$ cat src/rtl/vend_pkg.sv
// vend_pkg: shared definitions for the dispense controller.
//   - coin-code constants as driven on change_req
//   - FSM state encoding
//   - request FIFO entry layout and the change-code -> coin-count decode
package vend_pkg;

  localparam logic [1:0] NO_COIN = 2'b00;
  localparam logic [1:0] COIN5   = 2'b01;
  localparam logic [1:0] COIN10  = 2'b10;

  typedef enum logic [2:0] {
    S_IDLE       = 3'd0,
    S_VEND       = 3'd1,
    S_COIN_PULSE = 3'd2,
    S_COIN_WAIT  = 3'd3,
    S_FAULT      = 3'd4
  } state_t;

  // One queued request: dispense a product and/or eject 0..2 5rs coins.
  typedef struct packed {
    logic       vend;
    logic [1:0] coins;
  } req_t;

  // 10rs change is paid as two 5rs coins; the illegal code pays nothing.
  function automatic logic [1:0] coins_of(input logic [1:0] code);
    case (code)
      COIN5:   coins_of = 2'd1;
      COIN10:  coins_of = 2'd2;
      default: coins_of = 2'd0;
    endcase
  endfunction

endpackage

$ cat src/rtl/vend_req_fifo.sv
// vend_req_fifo: synchronous request FIFO.
//   clk, rst   : clock, synchronous active-high reset (empties the FIFO)
//   push, din  : write request; ignored when full unless a pop happens too
//   pop, dout  : read request / head entry (dout valid while !empty)
//   full, empty: occupancy flags
module vend_req_fifo
  import vend_pkg::*;
#(
  parameter int DEPTH = 4
) (
  input  logic clk,
  input  logic rst,
  input  logic push,
  input  req_t din,
  input  logic pop,
  output req_t dout,
  output logic full,
  output logic empty
);

  localparam int AW = $clog2(DEPTH);

  req_t           mem [DEPTH];
  logic [AW-1:0]  wr_ptr, rd_ptr;
  logic [AW:0]    count;
  logic           do_push, do_pop;

  assign full    = (count == (AW+1)'(DEPTH));
  assign empty   = (count == '0);
  assign do_pop  = pop && !empty;
  // A pop in the same cycle frees the head slot, so a full FIFO can still accept.
  assign do_push = push && (!full || do_pop);
  assign dout    = mem[rd_ptr];

  always_ff @(posedge clk) begin
    if (do_push) mem[wr_ptr] <= din;
  end

  always_ff @(posedge clk) begin
    if (rst) begin
      wr_ptr <= '0;
      rd_ptr <= '0;
      count  <= '0;
    end else begin
      if (do_push) wr_ptr <= wr_ptr + 1'b1;
      if (do_pop)  rd_ptr <= rd_ptr + 1'b1;
      case ({do_push, do_pop})
        2'b10:   count <= count + 1'b1;
        2'b01:   count <= count - 1'b1;
        default: count <= count;
      endcase
    end
  end

endmodule

$ cat src/rtl/vend_dispense_ctrl.sv
// vend_dispense_ctrl: buffers vend/change requests from the vending FSM and
// drives the product motor and the 5rs coin hopper, closing each actuation
// with its sense handshake and a timeout.
//   clk, rst      : clock, synchronous active-high reset
//   vend_req      : dispense request
//   change_req    : 00 none, 01 5rs, 10 10rs, 11 illegal (no coins)
//   motor_done    : product drop sensed
//   coin_sense    : one coin ejected (single-cycle)
//   motor_en      : product motor drive (registered)
//   hopper_pulse  : coin eject strobe (registered)
//   busy          : FSM active or requests queued
//   overflow      : sticky, a request was dropped on a full FIFO
//   fault         : sticky, actuator timeout (cleared only by rst)
//   vend_count    : completed vends, wraps
//   coin_count    : coins ejected, saturates
module vend_dispense_ctrl
  import vend_pkg::*;
#(
  parameter int DEPTH          = 4,
  parameter int MOTOR_TIMEOUT  = 16,
  parameter int HOPPER_TIMEOUT = 8,
  parameter int PULSE_LEN      = 2
) (
  input  logic       clk,
  input  logic       rst,
  input  logic       vend_req,
  input  logic [1:0] change_req,
  input  logic       motor_done,
  input  logic       coin_sense,
  output logic       motor_en,
  output logic       hopper_pulse,
  output logic       busy,
  output logic       overflow,
  output logic       fault,
  output logic [7:0] vend_count,
  output logic [7:0] coin_count
);

  localparam int TMAX = (MOTOR_TIMEOUT > HOPPER_TIMEOUT)
                      ? ((MOTOR_TIMEOUT > PULSE_LEN) ? MOTOR_TIMEOUT : PULSE_LEN)
                      : ((HOPPER_TIMEOUT > PULSE_LEN) ? HOPPER_TIMEOUT : PULSE_LEN);
  localparam int TW   = $clog2(TMAX + 1);

  state_t        state, nxt;
  logic [TW-1:0] tmr;
  logic [1:0]    remaining;
  req_t          push_req, head;
  logic          push, pop, full, empty;
  logic          coin_ok;

  always_comb begin
    push_req       = '0;
    push_req.vend  = vend_req;
    push_req.coins = coins_of(change_req);
  end

  assign push    = push_req.vend || (push_req.coins != 2'd0);
  assign pop     = (state == S_IDLE) && !empty;
  assign coin_ok = (state == S_COIN_WAIT) && coin_sense;

  vend_req_fifo #(.DEPTH(DEPTH)) u_fifo (
    .clk   (clk),
    .rst   (rst),
    .push  (push),
    .din   (push_req),
    .pop   (pop),
    .dout  (head),
    .full  (full),
    .empty (empty)
  );

  always_comb begin
    nxt = state;
    case (state)
      S_IDLE:
        if (!empty) nxt = head.vend ? S_VEND : S_COIN_PULSE;
      S_VEND:
        if (motor_done)                           nxt = (remaining != 2'd0) ? S_COIN_PULSE : S_IDLE;
        else if (tmr == TW'(MOTOR_TIMEOUT - 1))   nxt = S_FAULT;
      S_COIN_PULSE:
        if (tmr == TW'(PULSE_LEN - 1))            nxt = S_COIN_WAIT;
      S_COIN_WAIT:
        // remaining is decremented on this sense, so 1 means last coin.
        if (coin_sense)                           nxt = (remaining != 2'd1) ? S_COIN_PULSE : S_IDLE;
        else if (tmr == TW'(HOPPER_TIMEOUT - 1))  nxt = S_FAULT;
      S_FAULT:  nxt = S_FAULT;
      default:  nxt = S_IDLE;
    endcase
  end

  always_ff @(posedge clk) begin
    if (rst) begin
      state        <= S_IDLE;
      tmr          <= '0;
      remaining    <= '0;
      motor_en     <= 1'b0;
      hopper_pulse <= 1'b0;
      overflow     <= 1'b0;
      vend_count   <= '0;
      coin_count   <= '0;
    end else begin
      state <= nxt;
      // Per-state cycle counter, restarted on every state entry.
      if (nxt != state || state == S_IDLE || state == S_FAULT) tmr <= '0;
      else                                                      tmr <= tmr + 1'b1;

      if (pop)          remaining <= head.coins;
      else if (coin_ok) remaining <= remaining - 2'd1;

      // Motor drops in the same edge that leaves VEND (done or timeout),
      // so it is never on in FAULT and stops as soon as the drop is sensed.
      motor_en     <= (state == S_VEND) && (nxt == S_VEND);
      hopper_pulse <= (state == S_COIN_PULSE);

      if (push && full && !pop) overflow <= 1'b1;

      if (state == S_VEND && motor_done) vend_count <= vend_count + 8'd1;
      if (coin_ok && coin_count != 8'hFF) coin_count <= coin_count + 8'd1;
    end
  end

  assign fault = (state == S_FAULT);
  assign busy  = (state != S_IDLE) || !empty;

endmodule
$ cat config.mk
export PLATFORM = sky130hd
export DESIGN_NAME = vend_dispense_ctrl
export DESIGN_NICKNAME = d
export VERILOG_FILES = /design/src/rtl/vend_pkg.sv /design/src/rtl/vend_req_fifo.sv /design/src/rtl/vend_dispense_ctrl.sv
export SDC_FILE = /design/constraint.sdc
export NUM_CORES = 1
export LEC_CHECK = 0
export CAP_MARGIN = 20
export CELL_PAD_IN_SITES_DETAIL_PLACEMENT = 1
export CELL_PAD_IN_SITES_GLOBAL_PLACEMENT = 2
export CORE_MARGIN = 2
export CORE_UTILIZATION = 25
export CTS_BUF_LIST = sky130_fd_sc_hd__clkbuf_16
export DETAILED_ROUTE_END_ITERATION = 8
export PLACE_DENSITY_LB_ADDON = 0.1
export SLEW_MARGIN = 5
export SYNTH_ARGS = -nofsm -noshare
export SYNTH_HDL_FRONTEND = slang
export SYNTH_HIERARCHICAL = 1
export SYNTH_SLANG_ARGS = --single-unit
$ cat constraint.sdc
create_clock -name clk -period 5.2 [get_ports clk]
set_input_delay 1.04 -clock clk [delete_from_list [all_inputs] [get_ports clk]]
set_output_delay 1.04 -clock clk [all_outputs]
set_load 0.005 [all_outputs]
Word-level counts from Yosys, hierarchy flattened

Memories as Yosys holds them, arrays and structs flattened. A register that Yosys moved wholly into a read port is not among the register bits.
Index checks and enable logic that the tools add are counted.

Memory bits (writable): 12
Input port bits: 7
Register bits after elaboration: 36
Memories: 1

Memories:

| name       | words | bits a word | read ports | clocked after Yosys merged registers in | wr ports | line                | text |
|---|---|---|---|---|---|---|---|
| u_fifo.mem | 4     | 3           | 1          | 1                                       | 1        | vend_req_fifo.sv:23 | `req_t mem [DEPTH];` |

Reductions and logical operators: 25
Add/sub/neg operators: 8
Equal/unequal tests: 16
Mux-type cells: 18

Operators by type and width:

| cell                  | count |
|---|---|
| $mux W3               | 6 |
| $add A8 B1 Y8 const B | 2 |
| $pmux W3 S5           | 1 |
| $mux W2               | 7 |
| $logic_and A1 B1 Y1   | 9 |
| $ne A8 B8 Y1 const B  | 1 |
| $reduce_bool A2 Y1    | 4 |
| $eq A3 B1 Y1 const B  | 2 |
| $eq A3 B2 Y1 const B  | 2 |
| $eq A3 B3 Y1 const B  | 2 |
| $logic_not A3 Y1      | 2 |
| $pmux W3 S2           | 1 |
| $add A5 B1 Y5 const B | 1 |
| $eq A5 B1 Y1 const B  | 1 |
| $eq A5 B3 Y1 const B  | 1 |
| $eq A5 B4 Y1 const B  | 1 |
| $logic_or A1 B1 Y1    | 5 |
| $add A2 B1 Y2 const B | 2 |
| $eq A2 B1 Y1 const B  | 2 |
| $eq A2 B2 Y1 const B  | 2 |
| $pmux W2 S2           | 1 |
| $add A3 B1 Y3 const B | 1 |
| $logic_not A1 Y1      | 3 |
| $ne A3 B3 Y1          | 1 |
| 6 further kinds       | 7 |

Longest topological paths before layout

Gate-level depths: netlist (run 1).

Depth after elaboration: 8
Gate-level depth with buffers: 11
Depth with buffers taken out: 10

Modules after synthesis

Netlist (run 1), hierarchy kept.

Modules (own cells, without submodules):

| module             | cells each | instances | area each (sq um) | seq. area each (sq um) |
|---|---|---|---|---|
| vend_dispense_ctrl | 160        | 1         | 1,476.4           | 580.6 |
| vend_req_fifo      | 74         | 1         | 965.9             | 540.5 |

Worst setup path before layout (run 1)

OpenSTA, ideal clock, no wires.

Kind: in2reg
Start point: in change_req[0]
End point: reg u_fifo.count[2]
Stages: 9
Data required time: 5,077 ps
Path slack: 2,275 ps
Arrival time: 2,802 ps
Library setup time: 123 ps
Cell sequence: inv_1 ha_1 nand2b_1 buf_2 or2b_1 fa_1 nand2b_1 o31ai_1 mux2_1

Longest elaborated chain between the ends: 7

RTL lines:

| element                                                  | line                     | text |
|---|---|---|
| start: declaration                                       | vend_dispense_ctrl.sv:27 | `input logic [1:0] change_req,` |
| $eq A2 B2 Y1 / $eq A2 B1 Y1 (equally long branches)      | vend_pkg.sv:27           | `case (code)` |
| $pmux W2 S2 (*)                                          | vend_pkg.sv:27           |  |
| $reduce_bool A2 Y1 (*)                                   | vend_dispense_ctrl.sv:57 | `assign push = push_req.vend \|\| (push_req.coins != 2'd0);` |
| $logic_or A1 B1 Y1 (*)                                   | vend_dispense_ctrl.sv:57 |  |
| via push                                                 | vend_dispense_ctrl.sv:48 | `logic push, pop, full, empty;` |
| $logic_and A1 B1 Y1 (*)                                  | vend_req_fifo.sv:32      | `assign do_push = push && (!full \|\| do_pop);` |
| $eq A2 B1 Y1 / $eq A2 B2 Y1 (equally long branches)      | vend_req_fifo.sv:47      | `case ({do_push, do_pop})` |
| $pmux W3 S2 / $reduce_bool A2 Y1 (equally long branches) | n/a                      |  |
| end signal: assignment                                   | vend_req_fifo.sv:48      | `2'b10: count <= count + 1'b1;` |
| end signal: assignment                                   | vend_req_fifo.sv:49      | `2'b01: count <= count - 1'b1;` |
| end signal: assignment                                   | vend_req_fifo.sv:50      | `default: count <= count;` |
| end: declaration                                         | vend_req_fifo.sv:25      | `logic [AW:0] count;` |

The timed path passes the listed nets; every way through them passes the cells marked *.
A chain may end at the register's enable or synchronous reset.

Worst setup path after layout (run 1)

Ends and elaborated chain as after synthesis.

==> parameters.txt, run 1 <==
Parameter                              Value

Outcome
  Run status ... complete, no violations

Routing
  Number of design-rule violations left by the first detailed-router iteration ... 25
  Total routed wirelength ... 5200 µm
  Drc violations ... 0
  Routed via count divided by cell count ... 4.28
  Via count ... 1687
  Routed len/inst ... 13.2 µm
  Drt first pass iters ... 4
  Antenna-violating nets left ... 0

STA
  Worst Clk Skew ... 0.00732 ns
  Slew @ Worst Pin ... 0.486 ns
  Worst slew margin relative to its limit ... 67.6%
  Post-layout minimum cycle time ... 3.31 ns
  Setup_tns ... 0 ns
  Tcrit/Tclk final ... 63.6%
  Final Hold Fails ... 0
  Achievable Freq ... 0.302 GHz
  RSZ-0062 raised after global routing ... no
  Slew Limit Fails ... 0
  Setup violators final ... 0

Clock network
  Clock latency reported for the late side of the worst-skew pair ... 0.29 ns
  Number of hold buffers added after CTS ... 0
  Max clock buf depth ... 2
  Clock tree root driver cell ... clkbuf_16
  Clock-pin slew reported for the worst setup and hold paths after clock tree synthesis ... 0.07 ns
  H-tree depth reported by CTS ... 2
  Count of clock tree sinks ... 50
  CTS tree ... done
  Clock buffer count from CTS ... 5
  Cells resized by post-CTS repair ... 0
  Setup fix buffers added after clock tree synthesis ... 0

Synth
  Average size of a mapped cell ... 10.4 µm²
  Number of storage elements in the synthesis netlist ... 50
  Area of the mapped netlist ... 0.00244 mm²
  Number of warnings reported in the yosys synthesis log ... 6
  Portion of the post-synthesis area used by sequential elements ... 45.9%
  Number of enable-type register cells in the synthesized netlist ... 12
  Share of async-settable or async-resettable flops after synthesis ... 0%
  Nets in the synthesized netlist ... 255
  Most frequently used flop master after synthesis ... dfxtp_1
  Post-Synthesis Cells ... 234
  Unique cell type count in the Yosys netlist ... 55

Global routing
  Total global-route track usage ... 10.8%
  Via count of the first global-routing pass ... 1745
  Wire length of the first global-routing pass ... 8780 µm
  Pin count of the biggest net entering global routing ... 33
  Initial antenna violation count ... 0
  Congestion Overflow GR ... 0

Placed design
  Detailed placement HPWL ... 3690 µm
  Post-placement cell area ... 0.00282 mm²
  Final weighted congestion in routability-driven placement ... 0.708
  Quantity of I/O buffers inserted on ports ... 27

Power
  Total chip power ... 1.22 mW
  Pwr dens ... 410 mW/mm²
  Leakage power ... 1.07 nW
  VDD IR max ... 0.000156 V

Floorplanning
  Standard-cell rows ... 36
  CORE AREA ... 0.00964 mm²
  Area enclosed by the die boundary ... 0.0106 mm²
  Horizontal die dimension ... 103 µm
  Die height ... 103 µm
  Starting utilization of the core area ... 25.3%
  I/O pin total ... 28

Worst hold path
  Path class of the lowest-slack min-delay path ... flip-flop to flip-flop

Worst setup path
  Largest driver fanout on the critical path ... 10
  Crit path buf inv count ... 2
  CP arrival ... 3.48 ns
  Setup CP Type ... input pin to flip-flop
  Family with the most delay on the worst path ... adder cells
  Category of the worst setup path launch point ... input pin
  Endpoint type of the worst setup path ... flip-flop
  Required time of the critical path ... 5.38 ns
  Critical path, cell by cell ... clkdlybuf4s50_1 > inv_1 > ha_1 > nand2b_1 > or2b_1 > fa_1 > nand2b_1 > o31ai_1 > mux2_1
  Critical path's largest stage delay ... 0.48 ns
  Most repeated library cell on the critical path ... nand2b_1
  Slowest stage cell, crit path ... clkdlybuf4s50_1

Layout
  Fill cells ... 1127
  Fraction of final layout cells sized beyond drive strength 1 ... 8.43%
  Final #Nets ... 281
  ANT cells ... 0
  Area growth syn-to-layout ... 22.2%
  Area of all placed cells without fillers ... 0.00299 mm²

Job
  Max-cap violation count ... 0
-- area by class of cell --
class                           instances  area [µm²]  share of cell area (%)
Clock inverter                          3        42.5                    1.42
Tap cell                              133         166                    5.57
Timing Repair Buffer                   28         278                    9.30
Sequential cell                        50        1120                    37.6
Inverter                               18        67.6                    2.26
Clock buffer                            5         125                    4.19
Multi-Input combinational cell        157        1180                    39.7
-- synthesized netlist by cell type (all sizes together) (2+ instances only) --
cell	instances	area (µm²)
or3	2	12.5
xnor2	5	43.8
a211oi	3	22.5
o31a	2	17.5
and3	5	31.3
nand3b	2	15.0
xor2	14	123
nor4b	4	41.3
nand2	10	37.5
nand3	4	20.0
o21ai	3	18.8
nand4	7	43.8
and2	6	37.5
buf	7	61.3
dfxtp	38	761
nand2b	3	18.8
nor3	4	20.0
a31oi	2	12.5
clkbuf	2	7.51
o2111ai	2	35.0
nor2	32	120
ha	13	163
a21oi	4	20.0
nor2b	3	23.8
mux4	3	67.6
edfxtp	12	360
mux2i	3	30.0
inv	18	67.6
and4bb	2	25.0
o211ai	2	15.0
-- metrics by stage --
| stage | setup WS [ns] | utilization, % | hold slack, ns | instances |
|---|---|---|---|---|
| floorplan | 2.27 | - | 0.433 | 234 |
| global placement | 1.60 | 29.2 | 0.456 | 386 |
| detailed placement | 1.52 | 29.2 | 0.465 | 386 |
| CTS | 1.84 | 31.0 | 0.480 | 394 |
| global route | 1.74 | 31.0 | 0.521 | 394 |
| finish | 1.89 | 31.0 | 0.470 | 394 |
-- power breakdown --
part	internal [mW]	switching [mW]
clock network	0.227	0.146
registers	0.458	0.0554
logic	0.155	0.181
-- kinds of logic after synthesis --
family                   after synthesis  share of synthesized area [%]
AND/OR/NAND/NOR                       91                           20.6
adder cells (fa/ha/maj)               14                           7.48
XOR/XNOR                              19                           6.81
multiplexers                           7                           4.46
buffers and inverters                 27                           5.58
AO/OA/AOI/OAI                         26                           9.12
flip-flops                            50                           45.9
-- flip-flops by register name (all words and copies together), names as in the netlist, named ones only --
signal and cells:
u_fifo/mem 12, coin_count 8, vend_count 8, tmr 5, state 3, u_fifo/count 3, remaining 2, u_fifo/rd_ptr 2
u_fifo/wr_ptr 2, hopper_pulse 1, motor_en 1, overflow 1
-- path summary, 6_finish.rpt --
kind | cells after the start | startpoint | to | slack [ns]
min reg2reg | 1 | tmr[0] | tmr[0] | 0.47
min | 1 | tmr[0] | tmr[0] | 0.47
max | 9 | change_req[0] | u_fifo/count[2] | 1.89
max reg2reg | 9 | state[2] | u_fifo/count[2] | 2.18
-- placed cells by master, fill, tap and decap left out, types with 3 or more instances in the layout --
cell / instances
nand4_1: 7
mux4_2: 3
xnor2_1: 5
dfxtp_1: 38
a211oi_1: 3
clkdlybuf4s50_1: 27
nor2_1: 32
nand2b_1: 3
edfxtp_1: 12
nand3_1: 4
nor3_1: 4
nand2_1: 10
clkbuf_16: 5
nor4b_1: 3
and2_1: 6
mux2i_1: 3
ha_1: 13
xor2_1: 14
a21oi_1: 4
and3_1: 5
inv_1: 17
-- per-layer routing --
layer	global-route usage [%]	wire length, µm
met5	0	0
met4	4.25	74
met3	2.44	156
met2	16.6	2330
met1	14.7	2640
-- worst reg2reg max path: cells and delay by family, from the launching register on --
family                   cells  cell delay [ns]
AO/OA/AOI/OAI                2             0.54
adder cells (fa/ha/maj)      1             0.38
buffers and inverters        1             0.22
flip-flops                   1             0.41
multiplexers                 1             0.34
AND/OR/NAND/NOR              4             1.03
Note: power is estimated with default switching activity, not from simulation.
==> run 2: changes to the inputs <==
clock period = 2.7 ns   (was 5.2 ns; I/O delays follow)
==> run 2 against run 1 <==
  * Register-to-register slack lost 1.9 ns
  * Total power is 93% higher
  * Flip-flop and latch count stayed put
  * Critical endpoint unchanged
==> parameters.txt, run 2 (same netlist as run 1, synthesis figures left out) <==
Parameter                              Value

Clock network
  Clock buffer count from CTS ... 5
  Cells resized by post-CTS repair ... 0
  Count of clock tree sinks ... 50
  Max clock buf depth ... 2
  Clock-pin slew reported for the worst setup and hold paths after clock tree synthesis ... 0.07 ns
  Clock latency reported for the late side of the worst-skew pair ... 0.29 ns
  CTS tree ... done
  Clock tree root driver cell ... clkbuf_16
  Number of hold buffers added after CTS ... 0
  Setup fix buffers added after clock tree synthesis ... 0
  H-tree depth reported by CTS ... 2

Layout
  Max FFs per register ... 12
  ANT cells ... 0
  Final #Nets ... 294
  Fill cells ... 1128
  Register with the highest flop count ... u_fifo/mem
  Most frequent cells in the layout ... dfxtp_1 (38), nor2_1 (32), clkdlybuf4s50_1 (27)
  Fraction of final layout cells sized beyond drive strength 1 ... 12.8%
  Most frequent standard cell in the layout excluding fill and tap cells ... dfxtp_1
  Area growth syn-to-layout ... 25.3%
  Biggest registers after layout ... u_fifo/mem (12), coin_count (8), vend_count (8)
  Area of all placed cells without fillers ... 0.00306 mm²
  Sequential cell area in the final layout ... 0.00112 mm²
  Multi-input logic area ... 0.00118 mm²

Floorplanning
  Standard-cell rows ... 36
  CORE AREA ... 0.00964 mm²
  Die height ... 103 µm
  Area enclosed by the die boundary ... 0.0106 mm²
  Starting utilization of the core area ... 25.3%
  Horizontal die dimension ... 103 µm
  I/O pin total ... 28

STA
  Worst Clk Skew ... 0.00797 ns
  Slew Limit Fails ... 0
  Post-layout minimum cycle time ... 2.56 ns
  Achievable Freq ... 0.390 GHz
  Setup violators final ... 0
  Worst path setup slack after routing ... 0.136 ns
  RSZ-0062 raised after global routing ... no
  Tcrit/Tclk final ... 95.0%
  Final Hold Fails ... 0
  Worst slew margin relative to its limit ... 68.7%
  Slew @ Worst Pin ... 0.462 ns

Routing
  Routed len/inst ... 12.6 µm
  Via count ... 1740
  Drt first pass iters ... 4
  Antenna-violating nets left ... 0
  Total routed wirelength ... 5110 µm
  Number of design-rule violations left by the first detailed-router iteration ... 24
  Routed via count divided by cell count ... 4.28
  Drc violations ... 0

Global routing
  Via count of the first global-routing pass ... 1756
  Pin count of the biggest net entering global routing ... 21
  Wire length of the first global-routing pass ... 8730 µm
  Initial antenna violation count ... 0
  Total global-route track usage ... 10.7%
  Congestion Overflow GR ... 0

Worst setup path
  Category of the worst setup path launch point ... input pin
  Endpoint type of the worst setup path ... flip-flop
  Setup CP Type ... input pin to flip-flop
  Largest driver fanout on the critical path ... 2
  Worst reg2reg path depth ... 10
  Required time of the critical path ... 2.88 ns
  CP arrival ... 2.74 ns

Placed design
  DP Worst Slack ... -0.192 ns
  Post-placement cell area ... 0.00292 mm²
  Quantity of I/O buffers inserted on ports ... 27
  Final weighted congestion in routability-driven placement ... 0.642
  Detailed placement HPWL ... 3870 µm

Worst hold path
  Path class of the lowest-slack min-delay path ... flip-flop to flip-flop
  Hold-critical path depth ... 1

Power
  VDD IR max ... 0.000247 V
  Leakage power ... 1.12 nW
  Pwr dens ... 773 mW/mm²

Job
  Max-cap violation count ... 0

Outcome
  Run status ... complete, no violations
-- run 2: per-stage QoR --
| step | power, mW | std cells | TNS [ns] | hold slack, ns | utilization [%] |
|---|---|---|---|---|---|
| floorplan | 1.47 | 234 | 0 | 0.433 | - |
| finish | 2.36 | 407 | 0 | 0.474 | 31.7 |
| CTS | 2.43 | 407 | 0 | 0.488 | 31.7 |
| detailed placement | 1.77 | 399 | -0.192 | 0.472 | 30.2 |
| global route | 2.56 | 407 | 0 | 0.506 | 31.7 |
| global placement | 1.77 | 399 | -0.154 | 0.453 | 30.2 |
-- run 2: worst paths after layout --
path | to | slack, ns | start
max reg2reg | u_fifo/count[2] | 0.28 | u_fifo/count[1]
min | tmr[0] | 0.47 | tmr[0]
min reg2reg | tmr[0] | 0.47 | tmr[0]
max | u_fifo/count[2] | 0.14 | change_req[0]
-- run 2: critical path, cell delays in order --
cell and delay, ns:
clkdlybuf4s50_1 0.48, inv_1 0.05, ha_1 0.27, nand2b_1 0.07, or2b_1 0.24, fa_1 0.38
nand2b_1 0.16, o31ai_1 0.22, mux2_1 0.34
-- run 2: metal layers --
layer | GRT usage [%] | routed length [µm] | part of all wire (%) | vias up
met5 | 0 | 0 | 0 | -
met4 | 4.25 | 78 | 1.5 | 0
li1 | - | - | - | 895
met3 | 2.10 | 152 | 3.0 | 7
met1 | 14.8 | 2520 | 49 | 817
met2 | 16.3 | 2360 | 46 | 21
-- run 2: report_power, final --
group | switching, mW | internal, mW | total (mW)
registers | 0.0736 | 0.882 | 0.956
logic | 0.389 | 0.381 | 0.770
clock network | 0.294 | 0.344 | 0.638
total | 0.757 | 1.61 | 2.36
-- run 2: layout make-up --
cell class	count	area share [%]
clock inverter	3	0.654
multi-input combinational	157	38.7
inverter	18	2.21
timing repair buffer	41	12.3
clock buffer	5	4.09
tap	133	5.44
sequential	50	36.6
==> run 3: changes to the inputs <==
DONT_BUFFER_PORTS = 1   (was default)
SLEW_MARGIN = 10   (was 5)
SYNTH_HIERARCHICAL = default   (was 1)
==> run 3 against run 2 <==
  * Routed wire length grew 2.3%
  * Critical endpoint is now u_fifo.count[2]
  * Maximum frequency grew 13%
  * Clock skew shrank 0.00053 ns
  * Combinational power shrank 11%
  * Largest cell class unchanged
  * First-iteration DRC count shrank 8.3%
  * Area after synthesis shrank 3.2%
  * Flip-flop and latch count is the same
  * Clock power grew 4.5%
==> parameters.txt, run 3 <==
Parameter                              Value

Routing
  Drc violations ... 0
  Routed len/inst ... 15.0 µm
  Number of design-rule violations left by the first detailed-router iteration ... 22
  Antenna-violating nets left ... 0
  Routed via count divided by cell count ... 4.68
  Via count ... 1630
  Drt first pass iters ... 4
  Total routed wirelength ... 5230 µm

Clock network
  Number of hold buffers added after CTS ... 0
  H-tree depth reported by CTS ... 2
  Clock tree root driver cell ... clkbuf_16
  Max clock buf depth ... 2
  CTS tree ... done
  Count of clock tree sinks ... 50
  Cells resized by post-CTS repair ... 0
  Clock buffer count from CTS ... 5
  Setup fix buffers added after clock tree synthesis ... 0
  Clock latency reported for the late side of the worst-skew pair ... 0.29 ns
  Clock-pin slew reported for the worst setup and hold paths after clock tree synthesis ... 0.07 ns

Global routing
  Pin count of the biggest net entering global routing ... 34
  Congestion Overflow GR ... 0
  Total global-route track usage ... 10.9%
  Via count of the first global-routing pass ... 1721
  Wire length of the first global-routing pass ... 8650 µm
  Initial antenna violation count ... 0

Worst setup path
  Launch point of the worst reg-to-reg path ... state[0]
  Worst r2r dst ... u_fifo.count[2]
  Largest driver fanout on the critical path ... 9
  Origin of the worst setup path ... state[0]
  CP arrival ... 2.50 ns
  Required time of the critical path ... 2.93 ns
  Setup CP Type ... flip-flop to flip-flop
  Category of the worst setup path launch point ... flip-flop
  Endpoint type of the worst setup path ... flip-flop
  Worst reg2reg path depth ... 9
  Worst R2R Setup Slack ... 0.43 ns

STA
  Final Hold Fails ... 0
  Tcrit/Tclk final ... 84.2%
  Worst slew margin relative to its limit ... 55.9%
  Post-layout minimum cycle time ... 2.27 ns
  Slew @ Worst Pin ... 0.655 ns
  Setup violators final ... 0
  Achievable Freq ... 0.440 GHz
  Worst Clk Skew ... 0.00744 ns
  Slew Limit Fails ... 0
  Setup_tns ... 0 ns
  RSZ-0062 raised after global routing ... no
  Worst path setup slack after routing ... 0.427 ns

Placed design
  DP Worst Slack ... 0.408 ns
  Final weighted congestion in routability-driven placement ... 0.643
  DP Cell Count ... 340
  Detailed placement HPWL ... 3870 µm
  Quantity of I/O buffers inserted on ports ... 0

Floorplanning
  Horizontal die dimension ... 101 µm
  I/O pin total ... 28
  Die height ... 101 µm
  Area enclosed by the die boundary ... 0.0103 mm²
  CORE AREA ... 0.00920 mm²
  Standard-cell rows ... 35
  Starting utilization of the core area ... 25.7%

Synth
  Post-Synthesis Cells ... 230
  Portion of the post-synthesis area used by sequential elements ... 47.4%
  Portion of synthesized cell area occupied by the leading cell type ... 32.2%
  Area of the mapped netlist ... 0.00236 mm²
  Share of async-settable or async-resettable flops after synthesis ... 0%
  Cell type contributing the most total cell area after synthesis ... dfxtp_1
  Number of storage elements in the synthesis netlist ... 50
  Most repeated cell in the gate-level netlist after synthesis ... dfxtp_1
  Average size of a mapped cell ... 10.3 µm²
  Number of enable-type register cells in the synthesized netlist ... 12
  Number of warnings reported in the yosys synthesis log ... 0
  Unique cell type count in the Yosys netlist ... 46
  Most frequently used flop master after synthesis ... dfxtp_1
  Nets in the synthesized netlist ... 252
  Leading post-synthesis cells by cell area ... dfxtp_1 (32%), edfxtp_1 (15%), ha_1 (7.4%)
  Most instantiated cells after synthesis ... dfxtp_1 (38), nor2_1 (26), nand2_1 (15)

Worst hold path
  Worst hold path endpoint ... u_fifo.count[2]
  Worst min-delay path startpoint ... rst
  Path class of the lowest-slack min-delay path ... input pin to flip-flop
  Hold-critical path depth ... 1

Layout
  Fraction of final layout cells sized beyond drive strength 1 ... 10.1%
  ANT cells ... 0
  Most frequent standard cell in the layout excluding fill and tap cells ... dfxtp_1
  Number of non-filler instances in the completed layout ... 348
  Biggest registers after layout ... u_fifo.mem (12), coin_count (8), vend_count (8)
  Register with the highest flop count ... u_fifo.mem
  Final Util ... 29.0%
  Area growth syn-to-layout ... 12.9%
  Most frequent cells in the layout ... dfxtp_1 (38), nor2_1 (26), nand2_1 (15)
  Final #Nets ... 258
  Max FFs per register ... 12

Power
  Leakage power ... 0.986 nW
  VDD IR max ... 0.000384 V
  Pwr dens ... 875 mW/mm²
  Total chip power ... 2.34 mW

Outcome
  Run status ... complete, no violations

Job
  Max-cap violation count ... 0
[run 3: cell count changes in the layout (fill, tap and decap cells not counted), sizes merged, moves of 5 or more]
| cell | previous run | this run |
|---|---|---|
| clkdlybuf4s50 | 27 | 0 |
| buf | 14 | 7 |
| nor2 | 32 | 26 |
| nand2 | 10 | 15 |
| nor4 | 0 | 5 |
[run 3: per-stage QoR]
stage / cell area (µm²) / hold slack (ns)
2_1_floorplan: 2360 / 0.460
5_1_grt: 2670 / 0.292
3_3_place_gp: 2520 / 0.496
6_report: 2670 / 0.309
3_5_place_dp: 2520 / 0.495
4_1_cts: 2670 / 0.300
[run 3: cell families (layout without fill, tap and decap cells)]
group	count (synthesis)	after routing	share of synthesized area, %
AND/OR/NAND/NOR	90	90	20.5
flip-flops	50	50	47.4
AO/OA/AOI/OAI	28	28	8.73
buffers and inverters	22	29	3.92
XOR/XNOR	19	19	7.04
adder cells (fa/ha/maj)	15	15	8.25
multiplexers	6	6	4.13
[run 3: how the worst max path moves through the flow]
stage                 endpoint  slack, ns  cells after the start
4_1_cts        u_fifo.count[2]       0.41                      9
5_1_grt        u_fifo.count[2]       0.29                      9
2_1_floorplan  u_fifo.count[2]       0.40                     10
6_report       u_fifo.count[2]       0.43                      9
3_5_place_dp   u_fifo.count[2]       0.41                     10
3_3_place_gp   u_fifo.count[2]       0.44                     10
[run 3: layout make-up]
class	count	area, µm²
clock inverter	3	28.8
sequential	50	1120
multi-input combinational	158	1150
inverter	14	52.6
timing repair buffer	7	52.6
clock buffer	5	125
tap	111	139
fill	1037	6530
[run 3: layer usage]
layer  part of all wire, %  vias up  global-route usage (%)
met2                    47       19                    18.1
met4                   1.1        0                    3.43
met5                     0        -                       0
met1                    48      782                    13.8
li1                      -      824                       -
met3                   3.9        5                    2.97
[run 3: critical path, cell delays in order (launching register included)]
cell     delay (ns)
dfxtp_1        0.39
nor3_1         0.26
nand2_1        0.18
inv_1          0.16
ha_1           0.20
inv_1          0.06
fa_1           0.37
xor2_1         0.16
or3_1          0.31
a21oi_1        0.14
[run 3: report_power, final]
group / internal [mW] / switching [mW]
Combinational: 0.305 / 0.384
Sequential: 0.887 / 0.0939
Clock: 0.356 / 0.311
Total: 1.55 / 0.789
